==> src/rtl/pc_unit.sv <==
// Registered program-counter unit: NVZ branch evaluation, sequential/relative/indirect
// flow changes, a hardware return-address stack and a RUN/HALT state machine.
module pc_unit #(
  parameter int          W        = 16,
  parameter int          IMM_W    = 10,
  parameter int          INC      = 2,
  parameter int unsigned RESET_PC = 0,
  parameter int          DEPTH    = 4
) (
  input  logic             clk,
  input  logic             rst,
  input  logic             stall,
  input  logic [2:0]       bsig,
  input  logic [2:0]       C,
  input  logic [IMM_W-1:0] I,
  input  logic [2:0]       F,
  input  logic [W-1:0]     regsrc,
  output logic [W-1:0]     pc_out,
  output logic [W-1:0]     pc_next,
  output logic             halted,
  output logic             stk_empty,
  output logic             stk_full,
  output logic             stk_err
);

  localparam int AW = $clog2(DEPTH);
  localparam int CW = AW + 1;

  typedef enum logic {
    RUN,
    HALT
  } state_t;

  state_t         state, state_next;
  logic [W-1:0]   stack_mem [DEPTH];
  logic [CW-1:0]  count, count_next;
  logic [W-1:0]   seq, tgt, imm_ext;
  logic [AW-1:0]  top_idx;
  logic           take, push, err_set, is_full, is_empty;

  assign seq      = pc_out + W'(INC);
  assign imm_ext  = {{(W-IMM_W){I[IMM_W-1]}}, I};
  assign tgt      = seq + imm_ext;
  assign top_idx  = AW'(count - CW'(1));
  assign is_full  = (count == CW'(DEPTH));
  assign is_empty = (count == '0);
  assign halted   = (state == HALT);

  // GTE (100) reduces to Z | ~N; written out to mirror the flag definition.
  always_comb begin
    take = 1'b0;
    case (C)
      3'b000:  take = ~F[0];
      3'b001:  take = F[0];
      3'b010:  take = ~F[0] & ~F[2];
      3'b011:  take = F[2];
      3'b100:  take = F[0] | (~F[0] & ~F[2]);
      3'b101:  take = F[2] | F[0];
      3'b110:  take = F[1];
      default: take = 1'b1;
    endcase
  end

  always_comb begin
    pc_next    = pc_out;
    state_next = state;
    count_next = count;
    push       = 1'b0;
    err_set    = 1'b0;
    if (state == RUN && !stall) begin
      case (bsig)
        3'b001: pc_next = take ? tgt : seq;
        3'b010: pc_next = take ? regsrc : seq;
        3'b011: state_next = HALT;
        3'b100: begin
          pc_next = seq;
          if (take) begin
            if (!is_full) begin
              push       = 1'b1;
              count_next = count + CW'(1);
              pc_next    = tgt;
            end else begin
              err_set = 1'b1;
            end
          end
        end
        3'b101: begin
          pc_next = seq;
          if (take) begin
            if (!is_empty) begin
              count_next = count - CW'(1);
              pc_next    = stack_mem[top_idx];
            end else begin
              err_set = 1'b1;
            end
          end
        end
        default: pc_next = seq;
      endcase
    end
  end

  always_ff @(posedge clk or posedge rst) begin
    if (rst) begin
      pc_out    <= W'(RESET_PC);
      state     <= RUN;
      count     <= '0;
      stk_empty <= 1'b1;
      stk_full  <= 1'b0;
      stk_err   <= 1'b0;
    end else begin
      pc_out    <= pc_next;
      state     <= state_next;
      count     <= count_next;
      stk_empty <= (count_next == '0);
      stk_full  <= (count_next == CW'(DEPTH));
      if (err_set) stk_err <= 1'b1;
    end
  end

  // Stack storage needs no reset: entries above count are never read.
  always_ff @(posedge clk) begin
    if (push) stack_mem[count[AW-1:0]] <= seq;
  end

endmodule

==> config.mk <==
export PLATFORM = sky130hd
export DESIGN_NAME = pc_unit
export DESIGN_NICKNAME = d
export VERILOG_FILES = /design/src/rtl/pc_unit.sv
export SDC_FILE = /design/constraint.sdc
export NUM_CORES = 1
export LEC_CHECK = 0
export ABC_AREA = 1
export CAP_MARGIN = 30
export CORE_AREA = 5 5 137 139
export CTS_BUF_LIST = sky130_fd_sc_hd__clkbuf_16
export CTS_CLUSTER_SIZE = 12
export DETAILED_ROUTE_END_ITERATION = 10
export DIE_AREA = 0 0 142 144
export GPL_ROUTABILITY_DRIVEN = 0
export GPL_TIMING_DRIVEN = 0
export PLACE_DENSITY = 0.54
export RECOVER_POWER = 25
export REMOVE_ABC_BUFFERS = 1
export SLEW_MARGIN = 30
export SYNTH_ARGS = -nofsm -noshare
export SYNTH_HDL_FRONTEND = slang
export SYNTH_SLANG_ARGS = --single-unit
==> constraint.sdc <==
create_clock -name clk -period 4 [get_ports clk]
set_clock_uncertainty 0.1 [all_clocks]
set_input_delay 0.6 -clock clk [delete_from_list [all_inputs] [get_ports clk]]
set_output_delay 0.6 -clock clk [all_outputs]
set_load 0.02 [all_outputs]
# After elaboration in Yosys (flattened, before gate mapping)
# Memories as Yosys holds them, arrays and structs flattened.
# Index checks and enable logic that the tools add are counted.
# op_classes
n_bitwise,6
mux,27
addsub,4
n_reduce_logical,6
n_eq_ne,13
# ops
cell,count
16-bit two-way mux,7
16-bit case mux with 5 select lines,1
"3-bit == test, second input constant",7
16-bit adder,1
"16-bit by 2-bit adder with 16-bit output, second input constant",1
3-bit two-way mux,5
"3-bit by 2-bit == test with 1-bit output, second input constant",4
1-bit two-way mux,11
3-bit zero test,3
1-bit case mux with 7 select lines,1
"3-bit by 1-bit == test with 1-bit output, second input constant",2
3-bit case mux with 2 select lines,1
"3-bit by 1-bit adder with 3-bit output, second input constant",1
1-bit inverter,3
"3-bit by 1-bit subtractor with 3-bit output, second input constant",1
1-bit OR,2
1-bit case mux with 2 select lines,1
2-bit AND reduction,1
1-bit bitwise AND,1
1-bit logical AND,1
1-bit zero test,1
# totals
wordCells,63
ff_bits,23
out_inout_bits,36
memories,1
ram_bits,64
# memory_table
memory,depth,width,rd,rd_ports_with_merged_regs,wr,line_no,rtl
stack_mem,4,16,1,0,1,35,logic [W-1:0] stack_mem [DEPTH];

# Logic depth before layout (Yosys ltp)
# depth
word_depth,9
mapped_depth,22

# Worst setup path before layout
# Ideal clock, no wire load.
# synth_path
path_type,register -> output
from,register pc_out[1]
to,output port pc_next[14]
path_buffers,0
stages_incl_launch_ff,20
required_ps,3300
path_slack_ps,610
t_arrival_ps,2690
path_cell_list,dfrtp_1 > ha_1 > nand3_1 > inv_1 > nand2_1 > inv_1 > nand3_1 > xor2_1 > ha_1 > inv_1 > nor3_1 > and2_1 > nand2_1 > nand3b_1 > nand3_1 > nand2_1 > nand2_1 > nand2_1 > nand2_1 > nand2_1
# synth_via
elab_chain_cells,6
word_cells_on_any_way,10
cone_classes,add/sub: 2; mux: 8
# synth_lines
item,line_no,rtl
"start, declared",18,"output logic [W-1:0] pc_out,"
"start signal, assigned",105,pc_out <= W'(RESET_PC);
"start signal, assigned",112,pc_out <= pc_next;
16-bit by 2-bit adder with 16-bit output *,41,assign seq = pc_out + W'(INC);
named net seq[13],37,"logic [W-1:0] seq, tgt, imm_ext;"
16-bit adder *,43,assign tgt = seq + imm_ext;
16-bit two-way mux,78,if (!is_full) begin
16-bit two-way mux,77,if (take) begin
16-bit case mux with 5 select lines *,71,case (bsig)
16-bit two-way mux *,70,if (state == RUN && !stall) begin
"end, declared",19,"output logic [W-1:0] pc_next,"
# The timed path passes the listed nets; every way through them passes the cells marked *.

# Worst setup path after layout
# layout_path
from,register pc_out[6]
to,output port pc_next[14]
# Same word-level chain as after synthesis.

==> results.toml <==
[die]
die_h_um = 144
io-pin-count = 74
fp.dieW_um = 142
fp-row-count = 49
core_area_mm2 = 0.01753
initial_utilization = 0.3376
die-area_mm2 = 0.02045

[clocking]
clk_transition_reported_paths_ns = 0.07
cts-root-buf = "clkbuf_16"
clk_latency_ns = 0.35
cts_buffer_depth = 2
clock_sinks = 87
hold_buffers = 0
cts_inserted_buffers = 9
cts_tree = "done"
ctsHtreeMaxLevel = 3

[global_route]
grt_max_degree = 35
antenna_found_initial = 0
grt.total_usage = 0.1974
overflow = 0
grt_pass1_vias = 5500
grt_pass1_wl_mm = 30.88

[routing]
routed_wl_mm = 20.00
firstDrtPassIters = 5
vias = 5644
ant_nets = 0
drc_errors = 0
dr.first_iter.drc_count = 462
wl_per_cell_um = 18.07
avgViaCountPerCell = 5.098

[sta]
hold_slack_ns = 0.4027
tightest_slew_ns = 0.7618
worst_slack_ns = -0.007615
slew_headroom = 0.4906
finalSetupViolCount = 1
fin_crit_sh = 1.002
finalHoldViolations = 0
post-route-min-period_ns = 4.008
slew_viol_final = 0
fmax_ghz = 0.2495
rsz0062_at_grt = "yes"

[worst_setup_path]
critPathKind = "flop to primary output"
crit_path_start_kind = "flop"
worstSetupEndpointType = "primary output"
arrival_ns = 3.31
crit_fanout = 5
cp.required_ns = 3.30

[pwr]
powerDensity_mw_per_mm2 = 708.7
power_frac_seq = 0.242
p_sw_frac = 0.4669
p_int_uw = 2941
leakage_uw = 0.003370
irDropWorstVdd_uv = 332.8
switchingPower_uw = 2576
p_total_uw = 5517
p_clk_frac = 0.168
combPwrFrac = 0.590

[synth]
synth_edf_count = 64
postSynthCellCount = 772
synth-seq-cells = 87
synth_top_area_frac = 0.3247
synthesis.area_mm2 = 0.005919
synth_commonest_cells = "239 x nand2_1, 88 x inv_1, 64 x edfxtp_1"
synthFlopType = "edfxtp_1"
synth_largest_area_cell = "edfxtp_1"
synth_seq_area_share = 0.4221
post-synth-top-count-cell = "nand2_1"
synth.avg_cell_area_um2 = 7.668
async_reset_ff_frac = 0.2644
yosys_warnings = 0
synth_cell_types = 46
synth_area_leaders = "edfxtp_1 32%, nand2_1 15%, dfrtp_1 9.3%"

[cells_and_area]
syn2layout_area_growth_pct = 31.52
drive_above_1_share = 0.1777
antenna_cells = 0
design_area_mm2 = 0.007785
nets = 935

[place]
port_buffers = 73
place_hpwl_mm = 13.92
placed_area_mm2 = 0.006907

[run_status]
violations = "setup timing"
status = "finished with violations"

[run]
drv_cap = 0

[worst_hold_path]
holdCritPathClass = "flop to flop"
## sequential cells by signal, indices dropped and copies added, names as in the netlist
signal,count
count,3
halted,1
pc_out,16
stack_mem,64
stk_empty,1
stk_err,1
stk_full,1
## metrics by stage
stage | setup slack [ns] | std cells | utilization | TNS [ns]
floorplan | 0.2300 | 754 | - | 0
global placement | -2.016 | 1056 | 0.3900 | -129.41
detailed placement | -0.9182 | 1060 | 0.3939 | -12.33
CTS | 0.001145 | 1093 | 0.4288 | 0
global route | -0.2795 | 1107 | 0.4440 | -0.9698
finish | -0.007615 | 1107 | 0.4440 | -0.007615
## worst paths after layout
path	endpoint	slack, ns	from	cells after the start
worst min register to register	stk_err	0.40	stk_err	1
min in group asynchronous	pc_out[13]	0.53	rst	2
max in group asynchronous	count[0]	2.84	rst	2
worst min-delay path	stk_err	0.40	stk_err	1
worst max register to register	pc_out[15]	1.03	pc_out[2]	19
worst max-delay path	pc_next[14]	-0.008	pc_out[6]	20
## layer usage
metal	up-vias	global-route usage	routed length, um
met2	162	0.3245	9486
met4	0	0.08081	715
met5	-	0	0
li1	2760	-	-
met3	40	0.03075	1108
met1	2682	0.2610	8687
## kinds of logic after synthesis
logic type | after synthesis | synth area share
XOR/XNOR | 13 | 0.01923
AO/OA/AOI/OAI | 122 | 0.1182
flip-flops | 87 | 0.4221
AND/OR/NAND/NOR | 409 | 0.3084
buffers and inverters | 117 | 0.08011
adder cells (fa/ha/maj) | 24 | 0.05200
## area by class of cell
cell class | instances | area, um^2
repair inverters | 1 | 5.005
flip-flops and latches | 87 | 2507
inverters | 99 | 404.1
fillers | 1819 | 9749
clock buffers | 9 | 225.2
well taps | 229 | 286.5
multi-input cells | 568 | 3271
clock inverters | 7 | 93.84
repair buffers | 107 | 992.2
## timing repair
action                     4_1_cts  5_1_grt
hold endpoints to repair         0        0
gates resized for setup         61       51
pin swaps                        3        4
setup endpoints to repair       16       15
cloned                           1        0
setup buffers                   16       14
## cell usage in the layout, fill, tap and decap left out, drive strengths merged, types with 15 or more instances in the layout
cell / instances
o21ai: 45
nand2: 249
clkdlybuf4s50: 60
dfrtp: 22
ha: 23
a21oi: 51
inv: 97
nor2: 70
clkbuf: 15
buf: 35
nand3: 67
edfxtp: 64
## power by group through the flow
stage	Clock (uW)	Combinational [uW]	Sequential [uW]
3_3_place_gp	0	2710	1410
4_1_cts	929	2990	1370
6_report	924	3260	1340
2_1_floorplan	0	1660	1440
3_5_place_dp	0	2720	1410
5_1_grt	978	3600	1350
## critical path: stages, from the launching register on
cell             delay (ns)
dfrtp_2                0.40
buf_4                  0.14
inv_1                  0.05
nor3_1                 0.18
nand2_1                0.15
inv_1                  0.12
nand3_2                0.12
xor2_4                 0.23
ha_4                   0.30
inv_1                  0.06
nor3_2                 0.20
and2_1                 0.15
nand2_1                0.06
nand3b_1               0.10
nand2_1                0.06
nor2_1                 0.09
nor2_1                 0.06
nand2_1                0.05
nand2_1                0.07
nand2_1                0.09
clkdlybuf4s15_2        0.26
No activity file was read; power rests on OpenSTA's default activity.
==> patch: new RTL, config.mk and constraints unchanged <==
`W`: 16 -> 20.
--- a/src/rtl/pc_unit.sv
+++ b/src/rtl/pc_unit.sv
@@ -1,7 +1,7 @@
 // Registered program-counter unit: NVZ branch evaluation, sequential/relative/indirect
 // flow changes, a hardware return-address stack and a RUN/HALT state machine.
 module pc_unit #(
-  parameter int          W        = 16,
+  parameter int          W        = 20,
   parameter int          IMM_W    = 10,
   parameter int          INC      = 2,
   parameter int unsigned RESET_PC = 0,
Interface: changed (resized pc_next, pc_out and regsrc); port bits go from 74 to 86. The function was not compared with the original's and may differ.
==> patch against the original RTL <==
Count of clock-buffer cells in the layout did not move; critical endpoint is now pc_next[17]; design area is 26% higher; power is 26% higher; sequential cell count up 20; via count rose by 23%; synthesized cell count increased by 22%; final cell count increased by 18%; combinational power grew 32%; worst setup slack better by 40 ps; wire length rose by 25%; area after synthesis rose by 21%.
==> patch: results (changes against the original RTL) <==
metric;value;unit;change
r2r endpoint;pc_out[17];;was pc_out[15]
initial DRC count;611;;was 462
R2R setup slack;910;ps;was 1030 ps
multi-input combinational area share;43.8;%;was 42.0%
first-pass GRT wire length;38100;um;was 30900 um
vias in the first global route;6647;;was 5500
Synth cell types;47;;was 46
Sw Ratio;47.7;%;was 46.7%
P_leak;4.18;nW;was 3.37 nW
Tot GR Track Use;24.4;%;was 19.7%
sequential area share after synthesis;42.9;%;was 42.2%
pwr dens;705;nW/um^2;was 709 nW/um^2
dpl hpwl;17300;um;was 13900 um
R2R cell count;22;;was 19
Post-synth EDFFs;80;;was 64
fmax;252;MHz;was 250 MHz
Vias;6923;;was 5644
pre-CTS setup slack;-1950;ps;was -918 ps
M3 GR Usage;2.48;%;was 3.08%
multi-input gate count;700;;was 568
Layout fillers;1679;;was 1819
# resized after CTS;156;;was 61
port bufs;85;;was 73
clk sink count;107;;was 87
status;completed;;was complete, but fails checks
==> patch: cell types whose count changed after synthesis, moves of 8 or more <==
cell,before,now
a21oi_1,49,68
nand4_1,11,3
nand3_1,63,87
o21ai_0,32,58
inv_1,88,99
edfxtp_1,64,80
nand2_1,239,301
==> patch: cells by family (layout without fill, tap and decap cells) <==
family | count (synthesis) | count (layout) | share of synthesized area, %
xor+xnor | 12 | 12 | 1.57
flops | 107 | 107 | 42.9
fa+ha+maj | 29 | 29 | 5.16
compound gates | 167 | 167 | 13.2
buf+inv | 138 | 265 | 7.67
simple gates | 491 | 492 | 29.5
==> patch: stage by stage <==
step           instances  cell area, um^2
2_1_floorplan        914             7040
3_3_place_gp        1228             8170
3_5_place_dp        1236             8380
4_1_cts             1281             9370
5_1_grt             1301             9820
6_report            1301             9820
==> patch: routing by layer <==
metal  wire length [um]  part of all wire (%)
met3               1000                   4.0
met2              12200                    49
met5                  0                     0
met4                453                   1.8
met1              11400                    45
